--- src/rtl/regfile_wb_arbiter.sv ---
// regfile_wb_arbiter: round-robin share of the register-file write port between ALU and LSU,
// plus a pending-write scoreboard that stalls decode on RAW/WAW hazards.
module regfile_wb_arbiter #(
  parameter int NREG = 32,
  parameter int CNTW = 6
) (
  input  logic            clk,
  input  logic            rst,
  input  logic            alu_valid,
  input  logic [4:0]      alu_rd,
  input  logic [31:0]     alu_data,
  output logic            alu_ready,
  input  logic            lsu_valid,
  input  logic [4:0]      lsu_rd,
  input  logic [31:0]     lsu_data,
  output logic            lsu_ready,
  input  logic            iss_valid,
  input  logic [4:0]      iss_rd,
  input  logic [4:0]      iss_rs1,
  input  logic [4:0]      iss_rs2,
  input  logic            iss_use1,
  input  logic            iss_use2,
  output logic            stall,
  output logic            WE,
  output logic [4:0]      AddD,
  output logic [31:0]     DataD,
  output logic [CNTW-1:0] outstanding
);
  logic            rr_q, rr_d;
  logic            we_q, we_d;
  logic [4:0]      addd_q, addd_d, rd_sel;
  logic [31:0]     datad_q, datad_d;
  logic [NREG-1:0] pend_q, pend_d, set_v, clr_v;
  logic [CNTW-1:0] cnt_q, cnt_d;
  logic            acc, issue;
  // rr_q=1 means the LSU wins the next contended cycle
  always_comb begin
    alu_ready = alu_valid & (~lsu_valid | ~rr_q);
    lsu_ready = lsu_valid & (~alu_valid | rr_q);
    acc       = alu_ready | lsu_ready;
    rd_sel    = lsu_ready ? lsu_rd : alu_rd;
    rr_d      = (alu_valid & lsu_valid) ? ~rr_q : rr_q;
    we_d      = acc & (rd_sel != 5'd0);
    addd_d    = acc ? rd_sel : addd_q;
    datad_d   = acc ? (lsu_ready ? lsu_data : alu_data) : datad_q;
    stall     = iss_valid & ((iss_use1 & pend_q[iss_rs1]) | (iss_use2 & pend_q[iss_rs2]) | pend_q[iss_rd]);
    issue     = iss_valid & ~stall & (iss_rd != 5'd0);
    set_v     = NREG'(issue) << iss_rd;
    clr_v     = NREG'(we_q) << addd_q;
    pend_d    = ((pend_q & ~clr_v) | set_v) & ~NREG'(1);
    cnt_d     = (issue & ~we_q & (cnt_q != {CNTW{1'b1}})) ? cnt_q + CNTW'(1) :
                (we_q & ~issue & (cnt_q != '0)) ? cnt_q - CNTW'(1) : cnt_q;
  end
  always_ff @(posedge clk or negedge rst) begin
    if (!rst) begin
      rr_q    <= 1'b1;
      we_q    <= 1'b0;
      addd_q  <= '0;
      datad_q <= '0;
      pend_q  <= '0;
      cnt_q   <= '0;
    end else begin
      rr_q    <= rr_d;
      we_q    <= we_d;
      addd_q  <= addd_d;
      datad_q <= datad_d;
      pend_q  <= pend_d;
      cnt_q   <= cnt_d;
    end
  end
  assign WE          = we_q;
  assign AddD        = addd_q;
  assign DataD       = datad_q;
  assign outstanding = cnt_q;
endmodule

--- config.mk ---
export PLATFORM = sky130hd
export DESIGN_NAME = regfile_wb_arbiter
export DESIGN_NICKNAME = d
export VERILOG_FILES = /design/src/rtl/regfile_wb_arbiter.sv
export SDC_FILE = /design/constraint.sdc
export NUM_CORES = 1
export LEC_CHECK = 0
export CAP_MARGIN = 0
export CORE_ASPECT_RATIO = 0.8
export CORE_MARGIN = 3
export CORE_UTILIZATION = 53
export CTS_BUF_LIST = sky130_fd_sc_hd__clkbuf_4 sky130_fd_sc_hd__clkbuf_8
export DETAILED_ROUTE_END_ITERATION = 10
export HOLD_SLACK_MARGIN = 0.12
export PLACE_DENSITY = 0.91
export SLEW_MARGIN = 25
export SYNTH_ARGS = -nofsm -noshare
export SYNTH_HDL_FRONTEND = slang
export SYNTH_SLANG_ARGS = --single-unit
--- constraint.sdc ---
create_clock -name clk -period 7.31 [get_ports clk]
set_clock_uncertainty 0.2 [all_clocks]
set_input_delay 0.731 -clock clk [delete_from_list [all_inputs] [get_ports clk]]
set_output_delay 0.731 -clock clk [all_outputs]
set_load 0.02 [all_outputs]
==> Implementation_results.wiki, run 1 <==
{| class="wikitable"
! Metric !! Value
|-
| Status || finished clean
|-
| Count of final max-slew check failures || 0
|-
| Critical-path cell list || clkdlybuf4s50_1 -> mux2_2 -> o2bb2ai_1 -> o21ai_0 -> nand4_1 -> nor4b_4 -> nand2_1 -> ha_1 -> a21o_1 -> a21oi_1 -> nor2_1 -> a211oi_1 -> inv_1 -> or3_1 -> a211oi_1
|-
| Largest net degree at the start of global routing || 106
|-
| Slew margin rel. || 0.337
|-
| Number of fillers in the final layout || 576
|-
| Yosys cell types || 48
|-
| Via count of the first global-routing pass || 4,802
|-
| Number of DRC violations after detailed routing || 0
|-
| Area of combinational cells with multiple inputs || 0.00248 mm2
|-
| Buf+Inv Stages, Crit Path || 2
|-
| Vias per Instance || 6.38
|-
| Transition time at the pin with the least slew margin || 994 ps
|-
| Top Family by Delay on Critical Path || simple AND/OR/NAND/NOR gates
|-
| Synth cell count leaders || 75 x dfrtp_1, 63 x o21ai_0, 41 x nor2_1
|-
| Synthesis-to-finish area growth || 34.8%
|-
| Most numerous cell in the Yosys netlist || dfrtp_1
|-
| Global route total overflow || 0
|-
| Slowest cell on the critical path || clkdlybuf4s50_1
|-
| Summed negative setup slack over all endpoints || 0 ps
|-
| IR Drop Worst-Case VDD || 165 uV
|-
| Worst reg2reg path startpoint || pend_q[30]
|-
| WP data required || 7380 ps
|-
| Startpoint types || input pin
|-
| Fin worst setup slack || 1770 ps
|-
| YS warnings || 0
|-
| Number of nets produced by synthesis || 617
|-
| Routability congestion estimate from global placement || 1.03
|-
| Final net count || 736
|-
| Leakage power of the design || 2.53 nW
|-
| Crit. Startpoint || iss_rd[0]
|-
| CP max FO || 18
|-
| Worst Reg-to-Reg Cells || 14
|-
| Port Buffer Count || 142
|-
| Placed wire-length estimate || 11,000 um
|-
| N_diodes || 0
|-
| Worst-skew pair later-pin latency || 360 ps
|-
| Number of sinks driven by the clock tree || 76
|-
| Path category of the worst min-delay check || in -> async
|-
| Power per Cell Area || 310 mW/mm2
|-
| Count of instances resized after the clock tree is built || 0
|-
| Classification of the worst setup path || in -> reg
|-
| Min cycle time layout || 5540 ps
|-
| Vertical die dimension || 89.9 um
|-
| Number of cells on the critical path || 15
|-
| Number of enable-type register cells in the synthesized netlist || 0
|-
| Clock slew seen by the registers of the worst setup and hold paths || 90 ps
|-
| Number of endpoints with negative hold slack in the final report || 0
|-
| Post-synth ARST share || 1.00
|-
| Total Die Area || 0.00997 mm2
|-
| Number of primary I/O pins || 143
|-
| Die W || 111 um
|-
| Dominant register cell in the synthesized netlist || dfrtp_1
|-
| Sequential cell area || 0.00190 mm2
|-
| Final wirelength || 15,000 um
|-
| First-pass iteration count of the detailed router || 5
|-
| RSZ-0062 raised after global routing || false
|-
| Effective utilization at floorplan || 0.566
|-
| Fmax || 0.180 GHz
|-
| Fraction of final layout cells with drive strength greater than 1 || 0.0844
|-
| Post-synthesis instance area || 0.00466 mm2
|-
| Post-CTS Hold Fix Bufs || 0
|-
| Count of standard-cell rows || 29
|-
| Most common cell type on the critical path || a211oi_1
|-
| Initial antenna violation count || 0
|-
| Max Root-Sink Buffers || 2
|-
| Core Footprint || 0.00824 mm2
|-
| TritonCTS clock tree || done
|-
| Final critical-path share of the clock period || 0.758
|-
| Maximum level of the CTS H-tree || 3
|-
| Worst-case setup slack after placement || 1490 ps
|-
| Largest cells by area after synthesis || dfrtp_1 40%, o21ai_0 6.8%, mux4_2 6.3%
|-
| CTS Buf Count || 9
|-
| Portion of the post-synthesis area used by sequential elements || 0.408
|-
| Max-cap check violation count || 0
|-
| Post-route ant nets || 0
|-
| FF-to-FF End || outstanding[5]
|-
| First-pass GRT wire length || 24,200 um
|-
| Share of the synthesized area in the top cell type || 0.402
|-
| DR vias || 4,771
|-
| Post-DR wirelength/cell || 20.1 um
|-
| Post-CTS Setup Inserts || 0
|-
| Longest individual stage delay on the worst path || 1060 ps
|-
| Flip-flop and latch count after synthesis || 76
|-
| Post-Syn Instances || 516
|-
| Drt first-iter violations || 419
|-
| Nature of the critical path endpoint || flip-flop
|-
| # setup viols final || 0
|-
| Cell accounting for the most synthesized area || dfrtp_1
|-
| Mean cell area of the mapped netlist || 9.04 um2
|-
| CTS Root Cell || clkbuf_8
|-
| CP Data Arrival Time || 5620 ps
|-
| Total routing usage reported by global routing || 0.299
|-
| Setup slack on the worst flop-to-flop path || 2630 ps
|}
worst max-delay path by stage:
stage,endpoint,slack (ps)
after floorplan,outstanding[5],2680
after detailed placement,outstanding[5],1490
after CTS,outstanding[5],1830
after global routing,outstanding[5],1360
after global placement,outstanding[5],1710
final,outstanding[5],1770
state kept, by name (all words and copies together) (netlist names):
register and flops:
outstanding 6, rr_q 1, AddD 5, DataD 32, WE 1, pend_q 31
stage by stage:
step	area, um2	utilization	instances	total power [mW]	hold WS [ps]
floorplan	4660	-	516	1.24	235
global placement	6090	0.739	732	1.57	350
detailed placement	6090	0.739	732	1.62	376
CTS	6280	0.763	748	1.94	338
global route	6290	0.763	748	2.06	228
finish	6290	0.763	748	1.95	165
layer usage:
| layer | wire length [um] | global-route usage |
|---|---|---|
| met1 | 5780 | 0.392 |
| met3 | 1740 | 0.0933 |
| met5 | 0 | 0 |
| met4 | 423 | 0.103 |
| met2 | 7090 | 0.474 |
worst reg2reg max path, cell delays in order (launching register included):
cell       delay, ps
dfrtp_1          460
mux4_2           480
mux4_2           460
a2bb2oi_1        140
nand3_1          100
nor4b_4          660
nand2_1          330
ha_1             360
a21o_1           180
a21oi_1          240
nor2_1            90
a211oi_1         260
inv_1            100
or3_1            310
a211oi_1         210
layout by cell type, fill, tap and decap left out, drive strengths merged, types with 3 or more instances in the layout:
cell and n:
dfrtp 75, a211oi 3, nand3b 4, clkbuf 9
nor2b 10, nand3 13, o22ai 35, nand2b 6
buf 5, a31oi 34, xnor2 3, inv 39
mux2 11, nor2 41, clkdlybuf4s50 140, ha 4
nand4 7, o21ai 63, mux4 13, or4 3
o221a 5, mux2i 22, nand2 26, a21oi 34
a22oi 3
power breakdown:
group	switching, mW	leakage (nW)	internal (mW)
clock network	0.186	0.0911	0.131
logic	0.409	1.55	0.428
registers	0.216	0.889	0.579
area by class of cell:
| type | count | share of cell area |
|---|---|---|
| multi-input combinational | 367 | 0.395 |
| sequential | 76 | 0.303 |
| timing repair buffer | 145 | 0.229 |
| inverter | 36 | 0.0215 |
| tap | 108 | 0.0215 |
| clock buffer | 9 | 0.0197 |
| clock inverter | 7 | 0.0109 |
cells by family (layout without fill, tap and decap cells):
kind of cell,count (synthesis),after routing,synth area share
multiplexers,46,46,0.137
buffers and inverters,73,197,0.0601
adder cells (fa/ha/maj),5,5,0.0150
flip-flops,76,76,0.408
AND/OR/NAND/NOR,121,121,0.130
AO/OA/AOI/OAI,190,190,0.241
XOR/XNOR,5,5,0.00939
Note: power is estimated with default switching activity, not from simulation.
==> run 2, diff against run 1 <==
Settings changed: CORE_UTILIZATION 53 to 49, PLACE_DENSITY 0.91 to 0.85.
Clock period 7.31 ns to 5.13 ns, I/O delays scaled along.
==> run 2 against run 1 <==
Effect of this change: final area increased by 0.66%; power is 40% higher; global-route usage fell by 2.1 points; largest cell class unchanged; largest power group unchanged; highest routed layer unchanged.
==> Implementation_results.wiki, run 2 (same netlist as run 1, synthesis figures left out) <==
{| class="wikitable"
! Metric !! Value
|-
| RSZ-0062 raised after global routing || false
|-
| Count of instances resized after the clock tree is built || 0
|-
| Vias per Instance || 6.24
|-
| CTS Root Cell || clkbuf_8
|-
| Crit. Startpoint || iss_rs1[1]
|-
| Cell-internal power || 1.62 mW
|-
| Routability congestion estimate from global placement || 0.996
|-
| CP max FO || 7
|-
| Port Buffer Count || 142
|-
| Nature of the critical path endpoint || flip-flop
|-
| Buf+Inv Stages, Crit Path || 2
|-
| Post-CTS Setup Inserts || 0
|-
| Count of placed standard cells in the final layout, fillers left out || 762
|-
| CTS Buf Count || 9
|-
| Summed negative setup slack over all endpoints || 0 ps
|-
| IR Drop Worst-Case VDD || 200 uV
|-
| Global route total overflow || 0
|-
| Vertical die dimension || 93.3 um
|-
| Maximum level of the CTS H-tree || 3
|-
| Flip-flop count of the largest register after layout || 32
|-
| Endpoint of the most critical setup path || outstanding[5]
|-
| CP Data Arrival Time || 4720 ps
|-
| Worst-skew pair later-pin latency || 360 ps
|-
| Post-Place Cells || 744
|-
| Switching pwr || 1.12 mW
|-
| Post-CTS Hold Fix Bufs || 0
|-
| Critical-path cell list || clkdlybuf4s50_1 -> mux4_2 -> mux4_2 -> a2bb2oi_1 -> nand3_1 -> nor4b_4 -> nand2_1 -> ha_1 -> a21o_1 -> a21oi_1 -> nor2_1 -> a211oi_1 -> inv_1 -> or3_1 -> a211oi_1
|-
| TritonCTS clock tree || done
|-
| Final critical-path share of the clock period || 0.909
|-
| Slowest cell on the critical path || clkdlybuf4s50_1
|-
| Setup slack on the worst flop-to-flop path || 990 ps
|-
| Worst-case hold slack || 404 ps
|-
| Final net count || 742
|-
| Path category of the worst min-delay check || reg -> reg
|-
| Core Footprint || 0.00915 mm2
|-
| Count of final max-slew check failures || 0
|-
| Fraction of power consumed by the clock network || 0.151
|-
| Clock slew seen by the registers of the worst setup and hold paths || 80 ps
|-
| Number of cells on the critical path || 15
|-
| Final wirelength || 14,700 um
|-
| Area of combinational cells with multiple inputs || 0.00248 mm2
|-
| Fraction of final layout cells with drive strength greater than 1 || 0.0913
|-
| First-pass iteration count of the detailed router || 5
|-
| Number of endpoints with negative hold slack in the final report || 0
|-
| Most frequent cells in the layout || 140 x clkdlybuf4s50_1, 75 x dfrtp_1, 63 x o21ai_0, 41 x nor2_1, 36 x inv_1
|-
| Synthesis-to-finish area growth || 35.7%
|-
| Portion of total power attributed to sequential cells || 0.416
|-
| Max-cap check violation count || 0
|-
| First-pass GRT wire length || 23,500 um
|-
| Startpoint types || input pin
|-
| Largest net degree at the start of global routing || 105
|-
| Sequential cell area || 0.00190 mm2
|-
| Switching Fraction || 0.408
|-
| Drt first-iter violations || 512
|-
| Number of sinks driven by the clock tree || 76
|-
| Status || finished clean
|-
| FF-to-FF End || outstanding[5]
|-
| Count of standard-cell rows || 31
|-
| Initial antenna violation count || 1
|-
| WP data required || 5190 ps
|-
| Top Family by Delay on Critical Path || multiplexers
|-
| Leakage power of the design || 2.56 nW
|-
| Max Root-Sink Buffers || 2
|-
| Post-DR wirelength/cell || 19.3 um
|-
| Number of primary I/O pins || 143
|-
| Via count of the first global-routing pass || 4,627
|-
| Most common cell after layout, fill and taps aside || clkdlybuf4s50_1
|-
| DR vias || 4,756
|-
| Power per Cell Area || 432 mW/mm2
|-
| Placed wire-length estimate || 10,800 um
|-
| # setup viols final || 0
|-
| Post-route ant nets || 0
|-
| Longest individual stage delay on the worst path || 740 ps
|-
| Number of fillers in the final layout || 709
|-
| Effective utilization at floorplan || 0.510
|-
| Fmax || 0.214 GHz
|-
| Total Die Area || 0.0107 mm2
|-
| Number of DRC violations after detailed routing || 0
|-
| Worst reg2reg path startpoint || pend_q[31]
|-
| Worst Reg-to-Reg Cells || 14
|-
| Transition time at the pin with the least slew margin || 993 ps
|-
| Die W || 115 um
|-
| Comb pwr share || 0.432
|-
| Min cycle time layout || 4660 ps
|-
| Classification of the worst setup path || in -> reg
|-
| Slew margin rel. || 0.338
|-
| Total routing usage reported by global routing || 0.279
|}
==> run 2: changes by cell type in the layout (fill, tap and decap cells not counted) <==
| cell | delta |
|---|---|
| dlygate4sd3_1 | +1 |
| clkinv_8 | -1 |
| inv_8 | -1 |
| clkinv_2 | +2 |
| buf_4 | +5 |
| diode_2 | +1 |
==> run 2: worst min-delay path by stage <==
stage | slack, ps | end | from | cells past startpoint
6_report | 400 | pend_q[3] | pend_q[3] | 2
5_1_grt | 430 | pend_q[1] | pend_q[1] | 2
4_1_cts | 130 | DataD[13] | rst | 1
3_5_place_dp | 380 | pend_q[6] | pend_q[6] | 2
3_3_place_gp | 370 | pend_q[7] | pend_q[7] | 2
2_1_floorplan | 20 | AddD[0] | rst | 0
==> run 2: worst reg2reg max path, stage by stage, from the launching register on <==
cell	delay, ps
dfrtp_1	450
mux4_2	490
mux4_2	470
a2bb2oi_1	140
nand3_1	110
nor4b_4	280
nand2_1	200
ha_1	310
a21o_1	180
a21oi_1	220
nor2_1	90
a211oi_1	280
inv_1	100
or3_1	320
a211oi_1	210
==> run 2: power groups by stage <==
| stage | Sequential [mW] | Combinational, mW | Clock [mW] |
|---|---|---|---|
| CTS | 1.12 | 1.18 | 0.425 |
| global route | 1.17 | 1.29 | 0.448 |
| global placement | 1.13 | 1.14 | 0 |
| floorplan | 1.10 | 0.666 | 0 |
| detailed placement | 1.13 | 1.18 | 0 |
| finish | 1.14 | 1.18 | 0.413 |
==> run 2: per-layer routing <==
layer / up-vias / GRT usage / routed length [um]
li1: 2172 / - / -
met1: 2268 / 0.376 / 5930
met2: 277 / 0.418 / 6600
met3: 39 / 0.0906 / 1760
met4: 0 / 0.109 / 430
met5: - / 0 / 0
==> run 2: layout make-up <==
cell class	instances	share of cell area
tap	115	0.0227
timing repair buffer	151	0.235
clock inverter	7	0.00811
clock buffer	9	0.0196
inverter	36	0.0214
multi-input combinational	367	0.392
sequential	76	0.301
antenna	1	0.000395
==> run 2: metrics by stage <==
step | setup slack (ps) | cell area (um2) | utilization | power, mW
2_1_floorplan | 719 | 4660 | - | 1.77
3_3_place_gp | 290 | 6140 | 0.670 | 2.26
3_5_place_dp | 125 | 6140 | 0.670 | 2.31
4_1_cts | 491 | 6310 | 0.690 | 2.73
5_1_grt | 218 | 6330 | 0.691 | 2.90
6_report | 467 | 6330 | 0.691 | 2.73
